## config.mk

```make
export PLATFORM = sky130hd
export DESIGN_NAME = uart_tx_fifo_flat
export DESIGN_NICKNAME = d
export VERILOG_FILES = /design/src/rtl/uart_tx_fifo_if.sv /design/src/rtl/uart_tx_fifo.sv /design/src/flat_wrapper.sv
export SDC_FILE = /design/constraint.sdc
export NUM_CORES = 1
export LEC_CHECK = 0
export CORE_MARGIN = 4
export CORE_UTILIZATION = 39
export DETAILED_ROUTE_END_ITERATION = 12
export GPL_TIMING_DRIVEN = 0
export HOLD_SLACK_MARGIN = 0.03
export PLACE_DENSITY_LB_ADDON = 0.15
export SLEW_MARGIN = 20
export SYNTH_ARGS = -nofsm -noshare
export SYNTH_HDL_FRONTEND = slang
export SYNTH_SLANG_ARGS = --single-unit
export TNS_END_PERCENT = 10
```

## constraint.sdc

```tcl
create_clock -name clk -period 3.45 [get_ports clk]
set_input_delay 0.69 -clock clk [delete_from_list [all_inputs] [get_ports clk]]
set_output_delay 0.69 -clock clk [all_outputs]
set_load 0.01 [all_outputs]
```

## src/rtl/uart_tx_fifo_if.sv

```systemverilog
// Handshake bundle between the UART register side, the TX byte FIFO and the serial transmitter.
// master: register/transmitter side; slave: the FIFO.
// Ports (slave view):
//   in  enable, clear, wr_en, wr_data[7:0], tx_busy
//   out tx_start, tx_data[7:0], full, empty, count[ADDR_WIDTH:0], overflow
`timescale 1ns/1ps
interface uart_tx_fifo_if #(
    parameter int ADDR_WIDTH = 4
);
    logic                  enable;
    logic                  clear;
    logic                  wr_en;
    logic [7:0]            wr_data;
    logic                  tx_busy;
    logic                  tx_start;
    logic [7:0]            tx_data;
    logic                  full;
    logic                  empty;
    logic [ADDR_WIDTH:0]   count;
    logic                  overflow;

    modport master (
        output enable,
        output clear,
        output wr_en,
        output wr_data,
        output tx_busy,
        input  tx_start,
        input  tx_data,
        input  full,
        input  empty,
        input  count,
        input  overflow
    );

    modport slave (
        input  enable,
        input  clear,
        input  wr_en,
        input  wr_data,
        input  tx_busy,
        output tx_start,
        output tx_data,
        output full,
        output empty,
        output count,
        output overflow
    );
endinterface

```

## src/rtl/uart_tx_fifo.sv

```systemverilog
// Transmit byte FIFO: circular buffer of DEPTH bytes feeding a UART transmitter
// through a one-cycle tx_start pulse and the transmitter's tx_busy status.
// Ports:
//   clk      system clock, rising edge
//   rst      asynchronous active-high reset
//   bus      uart_tx_fifo_if.slave: enable, clear, wr_en, wr_data, tx_busy in;
//            tx_start, tx_data, full, empty, count, overflow out
`timescale 1ns/1ps
module uart_tx_fifo #(
    parameter int DEPTH      = 16,
    parameter int ADDR_WIDTH = 4
) (
    input  logic            clk,
    input  logic            rst,
    uart_tx_fifo_if.slave   bus
);

    typedef enum logic [1:0] {
        IDLE,
        LOAD,
        WAIT_BUSY,
        WAIT_DONE
    } state_e;

    localparam logic [ADDR_WIDTH:0] FULL_CNT = (ADDR_WIDTH + 1)'(DEPTH);

    state_e                  state_q, state_d;
    logic [7:0]              mem_q [DEPTH];
    logic [ADDR_WIDTH-1:0]   wr_ptr_q, wr_ptr_d;
    logic [ADDR_WIDTH-1:0]   rd_ptr_q, rd_ptr_d;
    logic [ADDR_WIDTH:0]     count_q, count_d;
    logic                    overflow_q, overflow_d;
    logic                    tx_start_q, tx_start_d;
    logic [7:0]              tx_data_q, tx_data_d;

    logic full;
    logic empty;
    logic push;
    logic pop;

    assign full  = (count_q == FULL_CNT);
    assign empty = (count_q == '0);

    // clear discards a concurrent push outright.
    assign push = bus.wr_en && !full && !bus.clear;

    // Only the idle dispatcher pops; it also waits for the line to go quiet.
    assign pop = (state_q == IDLE) && bus.enable && !empty && !bus.tx_busy;

    always_comb begin
        wr_ptr_d   = wr_ptr_q;
        rd_ptr_d   = rd_ptr_q;
        count_d    = count_q;
        overflow_d = overflow_q;
        tx_data_d  = tx_data_q;
        tx_start_d = 1'b0;
        state_d    = state_q;

        if (push) begin
            wr_ptr_d = wr_ptr_q + 1'b1;
        end

        if (pop) begin
            rd_ptr_d  = rd_ptr_q + 1'b1;
            tx_data_d = mem_q[rd_ptr_q];
        end

        unique case ({push, pop})
            2'b10:   count_d = count_q + 1'b1;
            2'b01:   count_d = count_q - 1'b1;
            default: count_d = count_q;
        endcase

        // A full FIFO drops the byte even if a pop frees a slot this cycle.
        if (bus.wr_en && full) begin
            overflow_d = 1'b1;
        end

        // Flush leaves the dispatcher alone so a popped byte still goes out.
        if (bus.clear) begin
            wr_ptr_d   = '0;
            rd_ptr_d   = '0;
            count_d    = '0;
            overflow_d = 1'b0;
        end

        unique case (state_q)
            IDLE: begin
                if (pop) begin
                    state_d    = LOAD;
                    tx_start_d = 1'b1;
                end
            end
            LOAD: begin
                state_d = WAIT_BUSY;
            end
            WAIT_BUSY: begin
                if (bus.tx_busy) begin
                    state_d = WAIT_DONE;
                end
            end
            WAIT_DONE: begin
                if (!bus.tx_busy) begin
                    state_d = IDLE;
                end
            end
            default: begin
                state_d = IDLE;
            end
        endcase
    end

    always_ff @(posedge clk or posedge rst) begin
        if (rst) begin
            state_q    <= IDLE;
            wr_ptr_q   <= '0;
            rd_ptr_q   <= '0;
            count_q    <= '0;
            overflow_q <= 1'b0;
            tx_start_q <= 1'b0;
            tx_data_q  <= '0;
        end else begin
            state_q    <= state_d;
            wr_ptr_q   <= wr_ptr_d;
            rd_ptr_q   <= rd_ptr_d;
            count_q    <= count_d;
            overflow_q <= overflow_d;
            tx_start_q <= tx_start_d;
            tx_data_q  <= tx_data_d;
        end
    end

    // Storage has no reset; contents are only read behind a valid count.
    always_ff @(posedge clk) begin
        if (push) begin
            mem_q[wr_ptr_q] <= bus.wr_data;
        end
    end

    assign bus.tx_start = tx_start_q;
    assign bus.tx_data  = tx_data_q;
    assign bus.full     = full;
    assign bus.empty    = empty;
    assign bus.count    = count_q;
    assign bus.overflow = overflow_q;

endmodule

```

## src/flat_wrapper.sv

```systemverilog
// flat-port wrapper written by rule: the top's interface ports become plain ports
module uart_tx_fifo_flat 
#(
    parameter int DEPTH      = 16,
    parameter int ADDR_WIDTH = 4
)
  (clk, rst, bus_enable, bus_clear, bus_wr_en, bus_wr_data, bus_tx_busy, bus_tx_start, bus_tx_data, bus_full, bus_empty, bus_count, bus_overflow);
  uart_tx_fifo_if #(.ADDR_WIDTH(ADDR_WIDTH)) bus_i ();
  input  logic clk;
  input  logic rst;
  input wire logic [$bits(bus_i.enable)-1:0] bus_enable;
  input wire logic [$bits(bus_i.clear)-1:0] bus_clear;
  input wire logic [$bits(bus_i.wr_en)-1:0] bus_wr_en;
  input wire logic [$bits(bus_i.wr_data)-1:0] bus_wr_data;
  input wire logic [$bits(bus_i.tx_busy)-1:0] bus_tx_busy;
  output wire logic [$bits(bus_i.tx_start)-1:0] bus_tx_start;
  output wire logic [$bits(bus_i.tx_data)-1:0] bus_tx_data;
  output wire logic [$bits(bus_i.full)-1:0] bus_full;
  output wire logic [$bits(bus_i.empty)-1:0] bus_empty;
  output wire logic [$bits(bus_i.count)-1:0] bus_count;
  output wire logic [$bits(bus_i.overflow)-1:0] bus_overflow;
  assign bus_i.enable = bus_enable;
  assign bus_i.clear = bus_clear;
  assign bus_i.wr_en = bus_wr_en;
  assign bus_i.wr_data = bus_wr_data;
  assign bus_i.tx_busy = bus_tx_busy;
  assign bus_tx_start = bus_i.tx_start;
  assign bus_tx_data = bus_i.tx_data;
  assign bus_full = bus_i.full;
  assign bus_empty = bus_i.empty;
  assign bus_count = bus_i.count;
  assign bus_overflow = bus_i.overflow;
  uart_tx_fifo #(.DEPTH(DEPTH), .ADDR_WIDTH(ADDR_WIDTH)) u_core (.clk(clk), .rst(rst), .bus(bus_i));
endmodule
```

==> summary.txt <==
Pwr
  • Power share of the combinational group: a little under an eighth
  • Power per cell area: approximately 600 nW/um^2
  • Clock share of power: 41.0%
  • Sequential fraction of design power: roughly 48%
  • Int Power: approximately 0.0035 W
  • Net Sw Power: between 0.001 and 0.0015 W
  • Sw Share: 23.0%
  • Pleak: between 2 and 3 nW
  • Peak supply drop: 0.399 mV
  • Pwr Total: ~0.0045 W

Timing
  • WHS: 0.464 ns
  • # setup viols final: 0
  • Slew HR: a little over a third
  • Slew @ Worst Pin: roughly 0.95 ns
  • Unrepaired setup endpoints after global routing: no
  • Fmax: slightly above 300 MHz
  • Final worst slack: around 0.23 ns
  • Fin Setup TNS: 0 ns
  • Clock Skews: a little under 0.008 ns
  • Period utilisation layout: between 90% and 100%
  • Final hold viol count: 0
  • Min Tclk post-route: 3.22 ns
  • Max-slew violation count: 0

Clock tree
  • Setup Buffers After CTS: 0
  • Clock-pin slew on the worst setup and hold paths: approximately 0.06 ns
  • CTS tree: yes
  • CTS hold repair buffers: 0
  • Clock Latency Late Sink: 0.42 ns
  • CTS max path bufs: 2
  • CTS Buf Count: 17
  • CTS Root Buffer Type: clkbuf_16
  • CTS Sinks: around 150
  • H-tree levels: 4

Routing
  • DRC Markers: 0
  • Initial DRC Count: around 220
  • Initial DRT Pass Iterations: 4
  • Vias/cell: approximately 5.0
  • Final wirelength: between 10 and 15 mm
  • Antenna Violating Nets Remaining: 0
  • Via Count: between 3000 and 4000
  • Avg WL per Cell: roughly 20 um

GRT
  • GR Overflow Total: 0
  • Largest net degree at the start of global routing: 26
  • Number of global-route vias before repair: 3421
  • Aggregate global-route resource usage: about 16%
  • First-pass GRT wire length: slightly above 20 mm
  • Initial antenna violation count: 0

Floorplan
  • Core region area: ~16000 sq um
  • Chip width: roughly 130 um
  • Die area: 18200 sq um
  • I/O pin count: 31
  • Rows: between 40 and 50
  • Initial Util: around two fifths
  • Die height: 135 um

Hold path
  • Hold/Removal Path Class: reg2reg
  • Hold Path Origin: u_core.bus.tx_data[0]
  • WHS Path Cells: 2
  • Hold Crit Endpoint: u_core.bus.tx_data[0]

Worst setup path
  • CP Max Fanout: 10
  • Crit Path Class: in2reg
  • CP Data Required Time: 3.79 ns
  • Register-to-Register Path Depth: 12
  • Startpoint Class: primary input
  • WP data arrival: 3.56 ns
  • Worst setup EP type: register
  • Reg2reg start: u_core.bus.count[0]
  • R2r setup slk: approximately 0.42 ns
  • Reg-to-reg endpoint: u_core.bus.count[4]

Final layout
  • Most common cell after layout, fill and taps aside: edfxtp_1
  • Diode count: 0
  • Final Net Count: 445
  • Area growth, synth to finish: 20.3%
  • FILL cells: roughly 1400
  • Layout cells sized above 1: a little under a quarter
  • Most frequent cells in the layout: edfxtp_1 (128), mux4_2 (32), clkdlybuf4s50_1 (30)

Place
  • PortBufs: 30
  • Detail Placement HPWL: ~9.1 mm
  • GPL Wtd Cong: 0.735
  • DP Worst Slack: -0.335 ns

Yosys
  • #FFs+latches synth: between 150 and 200
  • Syn Nets: around 390
  • Synth async-reset ratio: 16.3%
  • Number of distinct library cells after synthesis: 35
  • YS warnings: 0
  • Mean Syn Cell Area: 17.5 sq um
  • Post-synth top area cell: edfxtp_1
  • Synth top area share: 61.2%
  • Main area contributors after synthesis: edfxtp_1 (61%), mux4_2 (11%), dfrtp_1 (10%)
  • Synth Cell Area: 6280 sq um
  • Mapped Cells: 359
  • Post-synth EDFFs: between 100 and 150
  • Post-synthesis sequential area ratio: a little under three quarters
  • Most used flip-flop cell after synthesis: edfxtp_1

Flow run
  • Max cap viols: 0

Status
  • Outcome: finished clean
## area by class of cell
type                            count  area, sq um  share of cell area, %
Sequential cell                   153         4470                   59.2
Timing Repair Buffer               40          365                   4.84
Buffer                             19         85.1                   1.13
Multi-Input combinational cell    176         1730                   23.0
Clock buffer                       19          433                   5.74
Tap cell                          216          270                   3.58
Inverter                           11         41.3                  0.547
Clock inverter                     12          151                   2.01
## power by group through the flow
stage	sequential [W]	clock, W	combinational (W)
5_1_grt	0.00216	0.00197	0.000575
3_5_place_dp	0.00219	0	0.000522
6_report	0.00214	0.00185	0.000516
2_1_floorplan	0.00220	0	0.000262
3_3_place_gp	0.00218	0	0.000503
4_1_cts	0.00215	0.00188	0.000524
## worst max-delay path: stages
cell	delay, ns
clkdlybuf4s50_1	0.47
a21boi_2	0.33
clkbuf_1	0.36
nand2_1	0.12
nand2_1	0.11
inv_1	0.08
ha_1	0.32
nor2b_1	0.14
o21a_1	0.18
or4_1	0.43
and3_1	0.19
nor3_2	0.13
## Yosys cell counts, types with 8 or more instances
cell	number
mux4_2	32
ha_1	12
nand2_1	28
mux2_2	8
o21ai_0	15
nor2_1	20
edfxtp_1	128
inv_1	11
mux2i_1	10
buf_2	11
dfrtp_1	25
a21oi_1	9
## layer usage
layer / track usage [%] / wire length [um]
met5: 0 / 0
met4: 5.66 / 119
met3: 3.58 / 408
met2: 24.8 / 6590
met1: 21.6 / 6110
## worst max-delay path by stage
| stage | startpoint | to | slack (ns) | depth (start not counted) |
|---|---|---|---|---|
| 3_3_place_gp | bus_wr_en | u_core.mem_q[1][6] | -1.19 | 5 |
| 5_1_grt | bus_wr_en | u_core.bus.count[4] | 0.03 | 12 |
| 2_1_floorplan | bus_wr_en | u_core.bus.count[4] | 0.51 | 11 |
| 3_5_place_dp | bus_wr_en | u_core.bus.count[4] | -0.34 | 12 |
| 6_report | bus_wr_en | u_core.bus.count[4] | 0.23 | 12 |
| 4_1_cts | bus_wr_en | u_core.bus.count[4] | 0.09 | 12 |
## metrics by stage
step	std cells	cell area [sq um]	util [%]
6_report	646	7550	47.7
5_1_grt	646	7550	47.7
4_1_cts	646	7540	47.7
3_5_place_dp	615	6960	44.0
3_3_place_gp	605	6850	43.3
2_1_floorplan	359	6280	-
## logic make-up (layout without fill, tap and decap cells)
logic type               count (synthesis)  after routing  share of synthesized area (%)
AO/OA/AOI/OAI                           31             31                           2.79
XOR/XNOR                                 9              9                           1.26
adder cells (fa/ha/maj)                 13             13                           2.71
buffers and inverters                   30            101                           2.01
flip-flops                             153            153                           71.2
multiplexers                            50             50                           14.5
AND/OR/NAND/NOR                         73             73                           5.50
## registers in the layout (all words and copies together) (netlist names)
name / count
u_core.mem_q: 128
u_core.bus.tx_data: 8
u_core.bus.count: 5
u_core.rd_ptr_q: 4
u_core.wr_ptr_q: 4
u_core.state_q: 2
u_core.bus.overflow: 1
u_core.bus.tx_start: 1
## timing repair
| action | 4_1_cts | 5_1_grt |
|---|---|---|
| hold endpoints to repair | 0 | 0 |
| setup endpoints to repair | 0 | 1 |
| gates resized for setup | 0 | 1 |
Power figures use the tool's default switching activity.
